<file path="src/rtl/uart_boot_loader.sv">
// UART boot loader: parses magic/length/data/checksum frames from the RX byte
// stream, writes words into RAM and releases the CPU reset after a good load.
module uart_boot_loader #(
  parameter logic [29:0] BaseAddr      = 30'h0,
  parameter int unsigned MaxWords      = 16384,
  parameter int unsigned TimeoutCycles = 1_000_000,
  parameter logic [7:0]  Magic         = 8'hB0
) (
  input  logic        clk,
  input  logic        rst_n,
  input  logic [7:0]  rx_data_i,
  input  logic        rx_valid_i,
  output logic        rx_ready_o,
  output logic [29:0] ram_addr_o,
  output logic [31:0] ram_wdata_o,
  output logic        ram_wr_o,
  output logic [3:0]  ram_byte_en_o,
  output logic        cpu_rst_n_o,
  output logic        busy_o,
  output logic        error_o
);

  localparam int GW = $clog2(TimeoutCycles + 1);

  typedef enum logic [2:0] {S_IDLE, S_LEN, S_DATA, S_WRITE, S_CSUM, S_DONE} state_e;

  state_e        state, state_nxt;
  logic [1:0]    byte_cnt;
  logic [31:0]   shreg, len;
  logic [29:0]   idx;
  logic [7:0]    csum;
  logic [GW-1:0] gap;
  logic          err_q, cpu_rst_q;
  logic          accept, in_rx, timeout, last_byte, last_word;
  logic [31:0]   asm_word;

  // Bytes shift in from the top so the first byte ends up in bits [7:0].
  assign asm_word  = {rx_data_i, shreg[31:8]};
  assign accept    = rx_valid_i & rx_ready_o;
  assign in_rx     = (state == S_LEN) || (state == S_DATA) || (state == S_CSUM);
  assign timeout   = in_rx && (gap == GW'(TimeoutCycles));
  assign last_byte = (byte_cnt == 2'd3);
  assign last_word = ((32'(idx) + 32'd1) == len);

  always_comb begin
    state_nxt = state;
    case (state)
      S_IDLE:  if (accept && rx_data_i == Magic) state_nxt = S_LEN;
      S_LEN: begin
        if (timeout) state_nxt = S_IDLE;
        else if (accept && last_byte) begin
          if (asm_word > 32'(MaxWords)) state_nxt = S_IDLE;
          else if (asm_word == 32'd0)   state_nxt = S_CSUM;
          else                          state_nxt = S_DATA;
        end
      end
      S_DATA: begin
        if (timeout)                 state_nxt = S_IDLE;
        else if (accept && last_byte) state_nxt = S_WRITE;
      end
      S_WRITE: state_nxt = last_word ? S_CSUM : S_DATA;
      S_CSUM: begin
        if (timeout)     state_nxt = S_IDLE;
        else if (accept) state_nxt = (rx_data_i == csum) ? S_DONE : S_IDLE;
      end
      S_DONE:  state_nxt = S_DONE;
      default: state_nxt = S_IDLE;
    endcase
  end

  always_ff @(posedge clk or negedge rst_n) begin
    if (!rst_n) state <= S_IDLE;
    else        state <= state_nxt;
  end

  always_ff @(posedge clk or negedge rst_n) begin
    if (!rst_n) begin
      byte_cnt    <= '0;
      shreg       <= '0;
      len         <= '0;
      idx         <= '0;
      csum        <= '0;
      gap         <= '0;
      err_q       <= 1'b0;
      cpu_rst_q   <= 1'b0;
      ram_addr_o  <= '0;
      ram_wdata_o <= '0;
    end else begin
      if (!in_rx || accept)  gap <= '0;
      else if (!timeout)     gap <= gap + GW'(1);

      // Every fall back to IDLE from inside a frame is an abort.
      if (state != S_IDLE && state_nxt == S_IDLE) err_q <= 1'b1;

      case (state)
        S_IDLE: if (accept && rx_data_i == Magic) begin
          byte_cnt <= '0;
          csum     <= '0;
          idx      <= '0;
          err_q    <= 1'b0;
        end
        S_LEN: if (accept && !timeout) begin
          shreg    <= asm_word;
          byte_cnt <= byte_cnt + 2'd1;
          if (last_byte) begin
            len <= asm_word;
            idx <= '0;
          end
        end
        S_DATA: if (accept && !timeout) begin
          shreg    <= asm_word;
          byte_cnt <= byte_cnt + 2'd1;
          csum     <= csum ^ rx_data_i;
          if (last_byte) begin
            ram_wdata_o <= asm_word;
            ram_addr_o  <= BaseAddr + idx;
          end
        end
        S_WRITE: idx <= idx + 30'd1;
        S_DONE:  cpu_rst_q <= 1'b1;
        default: ;
      endcase
    end
  end

  assign ram_wr_o      = (state == S_WRITE);
  assign ram_byte_en_o = {4{ram_wr_o}};
  assign busy_o        = in_rx || (state == S_WRITE);
  // Gated by rst_n so the source sees no readiness while reset is held.
  assign rx_ready_o    = rst_n && (in_rx || state == S_IDLE);
  assign cpu_rst_n_o   = cpu_rst_q;
  assign error_o       = err_q;

endmodule

</file>
<file path="config.mk">
export PLATFORM = sky130hd
export DESIGN_NAME = uart_boot_loader
export DESIGN_NICKNAME = d
export VERILOG_FILES = /design/src/rtl/uart_boot_loader.sv
export SDC_FILE = /design/constraint.sdc
export NUM_CORES = 1
export LEC_CHECK = 0
export CORE_UTILIZATION = 45
export DETAILED_ROUTE_END_ITERATION = 8
export PLACE_DENSITY = 0.75
export SYNTH_ARGS = -nofsm -noshare
export SYNTH_HDL_FRONTEND = slang
export SYNTH_SLANG_ARGS = --single-unit
</file>
<file path="constraint.sdc">
create_clock -name clk -period 4.3 [get_ports clk]
set_clock_uncertainty 0.1 [all_clocks]
set_input_delay 0.86 -clock clk [delete_from_list [all_inputs] [get_ports clk]]
set_output_delay 0.86 -clock clk [all_outputs]
set_load 0.03 [all_outputs]
</file>
---- Word-level counts from Yosys, hierarchy flattened ----
Cells that the tools add are included.
cells by class
  shifts and indexed selects .............. 0
  $mul .................................... 0
  divide/modulo/power cells ............... 0
  add/sub/neg operators ................... 4
  bitwise gates (word level) .............. 2
  reductions and logical operators ........ 27
  equal/unequal tests ..................... 16
  muxes and demuxes ....................... 27
  $lt $le $gt $ge ......................... 1
operators by type and width
  cell                     number
  $mux W30                 3
  $pmux W30 S3             1
  $mux W20                 2
  $mux W3                  11
  $eq A31 B32 Y1           1
  $gt A32 B15 Y1 const B   1
  $logic_not A32 Y1        1
  $add A30 B1 Y31 const B  1
  $add A30 B1 Y30 const B  1
  $add A20 B1 Y20 const B  1
  $eq A20 B20 Y1 const B   1
  $pmux W3 S6              1
  $mux W8                  2
  $pmux W8 S2              1
  $reduce_and A3 Y1        4
  $eq A8 B8 Y1             1
  $eq A8 B8 Y1 const B     1
  $ne A2 B1 Y1 const B     4
  $xor A8 B8 Y8            1
  $eq A3 B2 Y1 const B     2
  $eq A3 B3 Y1 const B     2
  $logic_and A1 B1 Y1      6
  $logic_not A3 Y1         2
  $reduce_bool A3 Y1       2
  14 further kinds         24
storage, ports and cells
  logic and storage cells ................. 88
  RAM bits ................................ 0
  ROM bits ................................ 0
  latch bits .............................. 0
  memories kept ........................... 0
  register bits ........................... 191

---- Depth between registers and ports, before layout ----
Gate-level depths: netlist of the first run.
  depth after elaboration ................. 15
  mapped depth ............................ 10

---- Worst setup path before layout of the first run ----
No wires, ideal clock.
  path type ............................... register -> register
  from .................................... register idx[0]
  to ...................................... register state[1]
  stages on the path, launching flop included .. 11
  setup slack ............................. 1.266 ns
  buffers on the path ..................... 1
  required time ........................... 4.081 ns
  clock period less this slack ............ 3.034 ns
  data arrival time ....................... 2.815 ns
  cells stage by stage .................... dfrtp_1 -> ha_1 -> nand2_1 -> or4_1 -> buf_6 -> nand2b_1 -> xnor2_1 -> or4_1 -> nor4_1 -> nand4_1 -> a21bo_1
on the way
  cells in the longest elaborated chain, start to end .. 4
RTL lines
  item                      line  text
  start: declaration        30    logic [29:0] idx;
  start signal: assignment  119   S_WRITE: idx <= idx + 30'd1;
  $add A30 B1 Y31           43    assign last_word = ((32'(idx) + 32'd1) == len);
  $eq A31 B32 Y1            43
  $mux W3                   61    S_WRITE: state_nxt = last_word ? S_CSUM : S_DATA;
  $pmux W3 S6               47    case (state)
  net state_nxt[1]          27    state_e state, state_nxt;
  end signal: assignment    73    else state <= state_nxt;
  end: declaration          27
The timed path passes the listed nets, and every way through them passes these cells.
A chain may end at the register's enable or synchronous reset.

---- Worst setup path after layout of the first run ----
  from .................................... register state[2]
  to ...................................... output port ram_wr_o
on the way
  cells in the longest elaborated chain, start to end .. 1
RTL lines
  item              line  text
  $eq A3 B2 Y1      126   assign ram_wr_o = (state == S_WRITE);
  end: declaration  16    output logic ram_wr_o,
Every way passes these cells.

==> metrics, run 1 <==
run status=finished clean; antenna diode instance count=0; setup TNS=0 ns; DR vias/cell=5.64; final hold slack=between 0.2 and 0.25 ns; cell count after synthesis=803; Die Span Y=approximately 140 um; Yosys Warn Count=0; Crit-path slowest cell=clkdlybuf4s50_1; Synth top area share=0.516; DRC viols=0; port bufs=between 80 and 90; ranking of synthesized cells by area=dfrtp_1 52%, mux2_2 15%, xnor2_1 4.5%, o21ai_0 3.4%, xor2_1 2.8%; CP endpoint kind=primary output; Post-DRT Antenna Nets=0; startpoint types=register; via count=between 6k and 7k; sequential fraction of the synthesis area=0.516; cell area after synthesis=approximately 0.009 mm^2; vias in the first global route=slightly above 6k; pwr dens=roughly 530 mW/mm^2; top-count cell post-synth=dfrtp_1; crit path cell chain=nor2b_1 -> nand2_1 -> inv_1 -> clkdlybuf4s50_1; hold buffer count at CTS=0; I/O pin count=82; pin count of the biggest net entering global routing=150; Pwr Total=around 5500 uW; Post-CTS Setup Repair Bufs=0; fmax=roughly 270 MHz; core area=~0.019 mm^2; cell taking the most area after synthesis=dfrtp_1; Initial Utilization=0.467; RSZ-0062 raised after global routing=false; H-tree levels=4; Post-CTS Resized=0; global-route wire length before repair=about 33000 um; register bit count reported by yosys=around 180; die span in x=around 140 um; final hold viol count=0; LEAKAGE=around 0.0046 uW; Placed Cells=approximately 1.1k; Fill cells=1656; Slew headroom=0.232; Async SR Flop Fraction=1.00; Worst-Skew Late Latency=around 0.44 ns; required time worst endpoint=3.34 ns; layout cells sized above 1=0.186; Total Wirelength=between 15000 and 20000 um; commonest cells in the netlist=183 x dfrtp_1, 117 x mux2_2, 61 x o21ai_0; aggregate global routing overflow=0; GRT Total Usage=0.210; WS Path Type=register to primary output; gpl congestion=approximately 0.84; number of max-cap violations=0; Finished Layout Cells=about 1.1k; clock buffer count from CTS=17; post-layout minimum cycle time=around 3.7 ns; Initial DRC Count=about 520; die area=between 0.02 and 0.025 mm^2; Syn Nets=818; Final Max Tran Viols=0; nets@finish=between 800 and 900; CP delay by family, top=buffers and inverters; TritonCTS Sinks=183; crit path DAT=around 2.7 ns; Final Instance Area=0.0104 mm^2; Final Setup Violations=0; Tcrit/Tclk final=0.849; Mean Syn Cell Area=11.0 um^2; placed cell areas=around 0.0098 mm^2; number of cell rows=50; Max rail drop VDD=309 uV; Netlist cell types=a little over 50; area grow syn2layout=17.3%; clk buf depth=2; 1st-pass router iterations=5; Post-synth EDFFs=0; initial antenna violation count=0; Post-synth top flop=dfrtp_1; CTS tree=yes; crit-path max cell delay=around 0.80 ns; DR WL/cell=17.5 um; worst-path fanout max=19; Worst-Margin Slew=~1.2 ns; clk slew on worst S/H paths=around 0.070 ns; DPL Wire Length=between 10000 and 15000 um; CP bufs+invs=2; root buf cell=clkbuf_16; Worst Hold Class=primary input to async pin
-- placed cells by master, fill, tap and decap left out, drive strengths merged, types with 3 or more instances in the layout --
cell type | synthesis | routed
nor3 | 10 | 10
xnor2 | 46 | 46
nand2b | 16 | 16
nor2b | 4 | 4
o21ai | 62 | 62
o31ai | 13 | 13
a21oi | 21 | 21
dfrtp | 183 | 183
clkinv | 0 | 4
nand3 | 27 | 27
nor4b | 3 | 3
mux2i | 4 | 4
nand2 | 42 | 42
nor2 | 61 | 61
and4 | 4 | 4
or3 | 5 | 5
xor2 | 28 | 28
ha | 4 | 4
mux2 | 117 | 117
a31oi | 10 | 10
clkdlybuf4s50 | 0 | 80
and2 | 6 | 6
buf | 14 | 7
o41ai | 6 | 6
nor4 | 11 | 11
inv | 11 | 20
clkbuf | 38 | 18
nand4 | 18 | 18
and3 | 12 | 12
or4 | 5 | 5
-- logic make-up (layout without fill, tap and decap cells) --
group | count (synthesis) | count (layout) | synth area share
flops | 183 | 183 | 0.516
compound gates | 125 | 125 | 0.0829
mux | 121 | 121 | 0.153
buf+inv | 63 | 130 | 0.0305
simple gates | 232 | 232 | 0.138
xor+xnor | 74 | 74 | 0.0731
fa+ha+maj | 5 | 5 | 0.00677
-- layout make-up --
class	instances	area, um^2	area share
Sequential cell	183	4580	0.440
Multi-Input combinational cell	557	4030	0.387
Timing Repair Buffer	87	870	0.0835
Clock buffer	18	439	0.0422
Tap cell	260	325	0.0312
Clock inverter	14	130	0.0125
Inverter	11	41.3	0.00397
-- through the flow --
stage | util | worst slack [ns]
floorplan | - | 1.27
global placement | 0.518 | 0.880
detailed placement | 0.518 | 0.818
CTS | 0.547 | 0.650
global route | 0.547 | 0.489
finish | 0.547 | 0.648
-- power breakdown --
part           switching [uW]  internal, uW  total [uW]
sequential                625          2090        2710
combinational             624           639        1260
clock                     740           785        1530
-- worst paths after layout --
kind                                  start        endpoint  slack [ns]  depth (start not counted)
worst max-delay path               state[2]        ram_wr_o        0.65                          4
worst min-delay path                  rst_n          gap[2]        0.23                          1
worst max register to register       idx[6]        state[1]        0.80                          8
worst min register to register  cpu_rst_n_o     cpu_rst_n_o        0.38                          1
max in group asynchronous             rst_n  ram_addr_o[14]        2.76                          2
min in group clk                cpu_rst_n_o     cpu_rst_n_o        0.38                          1
-- metal layers --
| layer | vias up | global-route usage | wire length, um |
|---|---|---|---|
| met2 | 208 | 0.314 | 9030 |
| met4 | 0 | 0.0826 | 392 |
| met3 | 29 | 0.0410 | 1040 |
| met1 | 3170 | 0.299 | 9360 |
| met5 | - | 0 | 0 |
| li1 | 2966 | - | - |
-- flip-flops by register name, indices dropped and copies added, names as in the netlist --
register     count
byte_cnt         2
cpu_rst_n_o      1
csum             8
error_o          1
gap             20
idx             30
len             32
ram_addr_o      30
ram_wdata_o     32
shreg           24
state            3
Power figures use the tool's default switching activity.
==> run 2, diff against run 1 <==
PLACE_DENSITY = 0.77   (was 0.75)
clock period = 3.3 ns   (was 4.3 ns; I/O delays follow)
==> metrics, run 2 (same netlist as run 1, synthesis figures left out) <==
final worst-path setup slack=0.193 ns; Clk pwr share=0.269; DRC viols=0; DR vias/cell=~5.5; biggest regs=len (32), ram_wdata_o (32); pwr dens=slightly below 700 mW/mm^2; vias in the first global route=just over 6k; Total Wirelength=between 20000 and 25000 um; crit path DAT=3.33 ns; pin count of the biggest net entering global routing=145; GRT Total Usage=0.212; post-layout minimum cycle time=3.11 ns; total internal power=roughly 4600 uW; via count=between 6k and 7k; root buf cell=clkbuf_16; TritonCTS Sinks=~180; Slew headroom=0.413; nets@finish=roughly 900; clock buffer count from CTS=17; hold buffer count at CTS=0; run status=finished clean; clk buf depth=2; die area=~0.02 mm^2; Max rail drop VDD=approximately 440 uV; DR WL/cell=17.5 um; setup TNS=0 ns; startpoint types=register; fmax=322 MHz; Worst-Skew Late Latency=between 0.4 and 0.5 ns; number of cell rows=50; RSZ-0062 raised after global routing=false; clk slew on worst S/H paths=0.07 ns; layout cells sized above 1=0.220; Final Setup Violations=0; CP endpoint kind=register; Switching Share=0.360; Setup WS pre-CTS=approximately 0.14 ns; Switch Pwr=2600 uW; I/O pin count=82; sequential fraction of design power=0.474; H-tree levels=4; die span in x=around 140 um; antenna diode instance count=0; WS Path Type=register to register; gpl congestion=around 0.89; DPL Wire Length=~14000 um; global-route wire length before repair=roughly 33000 um; LEAKAGE=~0.0047 uW; aggregate global routing overflow=0; final hold viol count=0; placed cell areas=between 0.01 and 0.015 mm^2; final hold slack=around 0.23 ns; Initial Utilization=0.467; Final Max Tran Viols=0; required time worst endpoint=about 3.5 ns; commonest non-fill, non-tap cell in the layout=dfrtp_1; Worst-Margin Slew=between 0.8 and 0.9 ns; worst-path fanout max=7; 1st-pass router iterations=5; Initial DRC Count=430; Final Instance Area=around 0.011 mm^2; Post-DRT Antenna Nets=0; CTS tree=yes; Worst Hold Class=primary input to async pin; number of max-cap violations=0; Die Span Y=roughly 140 um; commonest cells after routing, fill and taps aside=183 x dfrtp_1, 117 x mux2_2, 74 x clkdlybuf4s50_1; port bufs=81; Comb pwr share=0.257; core area=0.0190 mm^2; area grow syn2layout=19.5%; Tcrit/Tclk final=0.942; initial antenna violation count=0
## run 2: cell types whose count changed in the layout (fill, tap and decap cells not counted), sizes merged
cell / change
buf: +32
clkdlybuf4s50: -6
clkinv: +1
inv: -1
## run 2: power groups by stage
stage,sequential (uW),combinational [uW],clock [uW]
6_report,3430,1860,1940
5_1_grt,3500,2060,2080
4_1_cts,3410,1850,1980
3_5_place_dp,3450,1840,0
3_3_place_gp,3420,1790,0
2_1_floorplan,3100,1520,0
## run 2: area by class of cell
class | count | area [um^2]
Clock buffer | 18 | 429
Clock inverter | 14 | 131
Fill cell | 1642 | 8420
Inverter | 11 | 41.3
Multi-Input combinational cell | 557 | 4040
Sequential cell | 183 | 4580
Tap cell | 260 | 325
Timing Repair Buffer | 113 | 1050
## run 2: final timing paths
check                            startpoint              end  slack, ns  cells past startpoint
worst min-delay path                  rst_n        shreg[30]       0.23                      2
min in group clk                cpu_rst_n_o      cpu_rst_n_o       0.37                      1
worst max-delay path                 idx[8]         state[1]       0.19                      9
worst min register to register  cpu_rst_n_o      cpu_rst_n_o       0.37                      1
worst max register to register       idx[8]         state[1]       0.19                      9
max in group asynchronous             rst_n  ram_wdata_o[18]       1.65                      3
## run 2: worst max-delay path: stages, from the launching register on
cell and delay, ns:
dfrtp_1 0.47, nand4_2 0.21, or4_4 0.63, buf_4 0.19, nor2_8 0.11, xnor2_1 0.07, or4_1 0.51, nor4_1 0.31
nand4_1 0.17, a21bo_1 0.22
## run 2: per-stage QoR
| stage | instances | total power, uW | util |
|---|---|---|---|
| after floorplan | 803 | 4620 | - |
| after global placement | 1124 | 5220 | 0.527 |
| after detailed placement | 1124 | 5290 | 0.527 |
| after CTS | 1156 | 7250 | 0.556 |
| after global routing | 1156 | 7640 | 0.557 |
| final | 1156 | 7230 | 0.557 |
## run 2: layer usage
metal / GRT usage / up-vias / wire length, um / share of wire
met3: 0.0437 / 31 / 1120 / 0.055
met4: 0.0883 / 0 / 460 / 0.023
met1: 0.302 / 3138 / 9420 / 0.47
met2: 0.316 / 174 / 9180 / 0.45
li1: - / 3014 / - / -
met5: 0 / - / 0 / 0
## run 2: what timing repair did
action,4_1_cts,5_1_grt
endpoints found under the hold margin,0,0
gates resized for setup,0,4
setup buffers,0,0
setup endpoints to repair,0,4
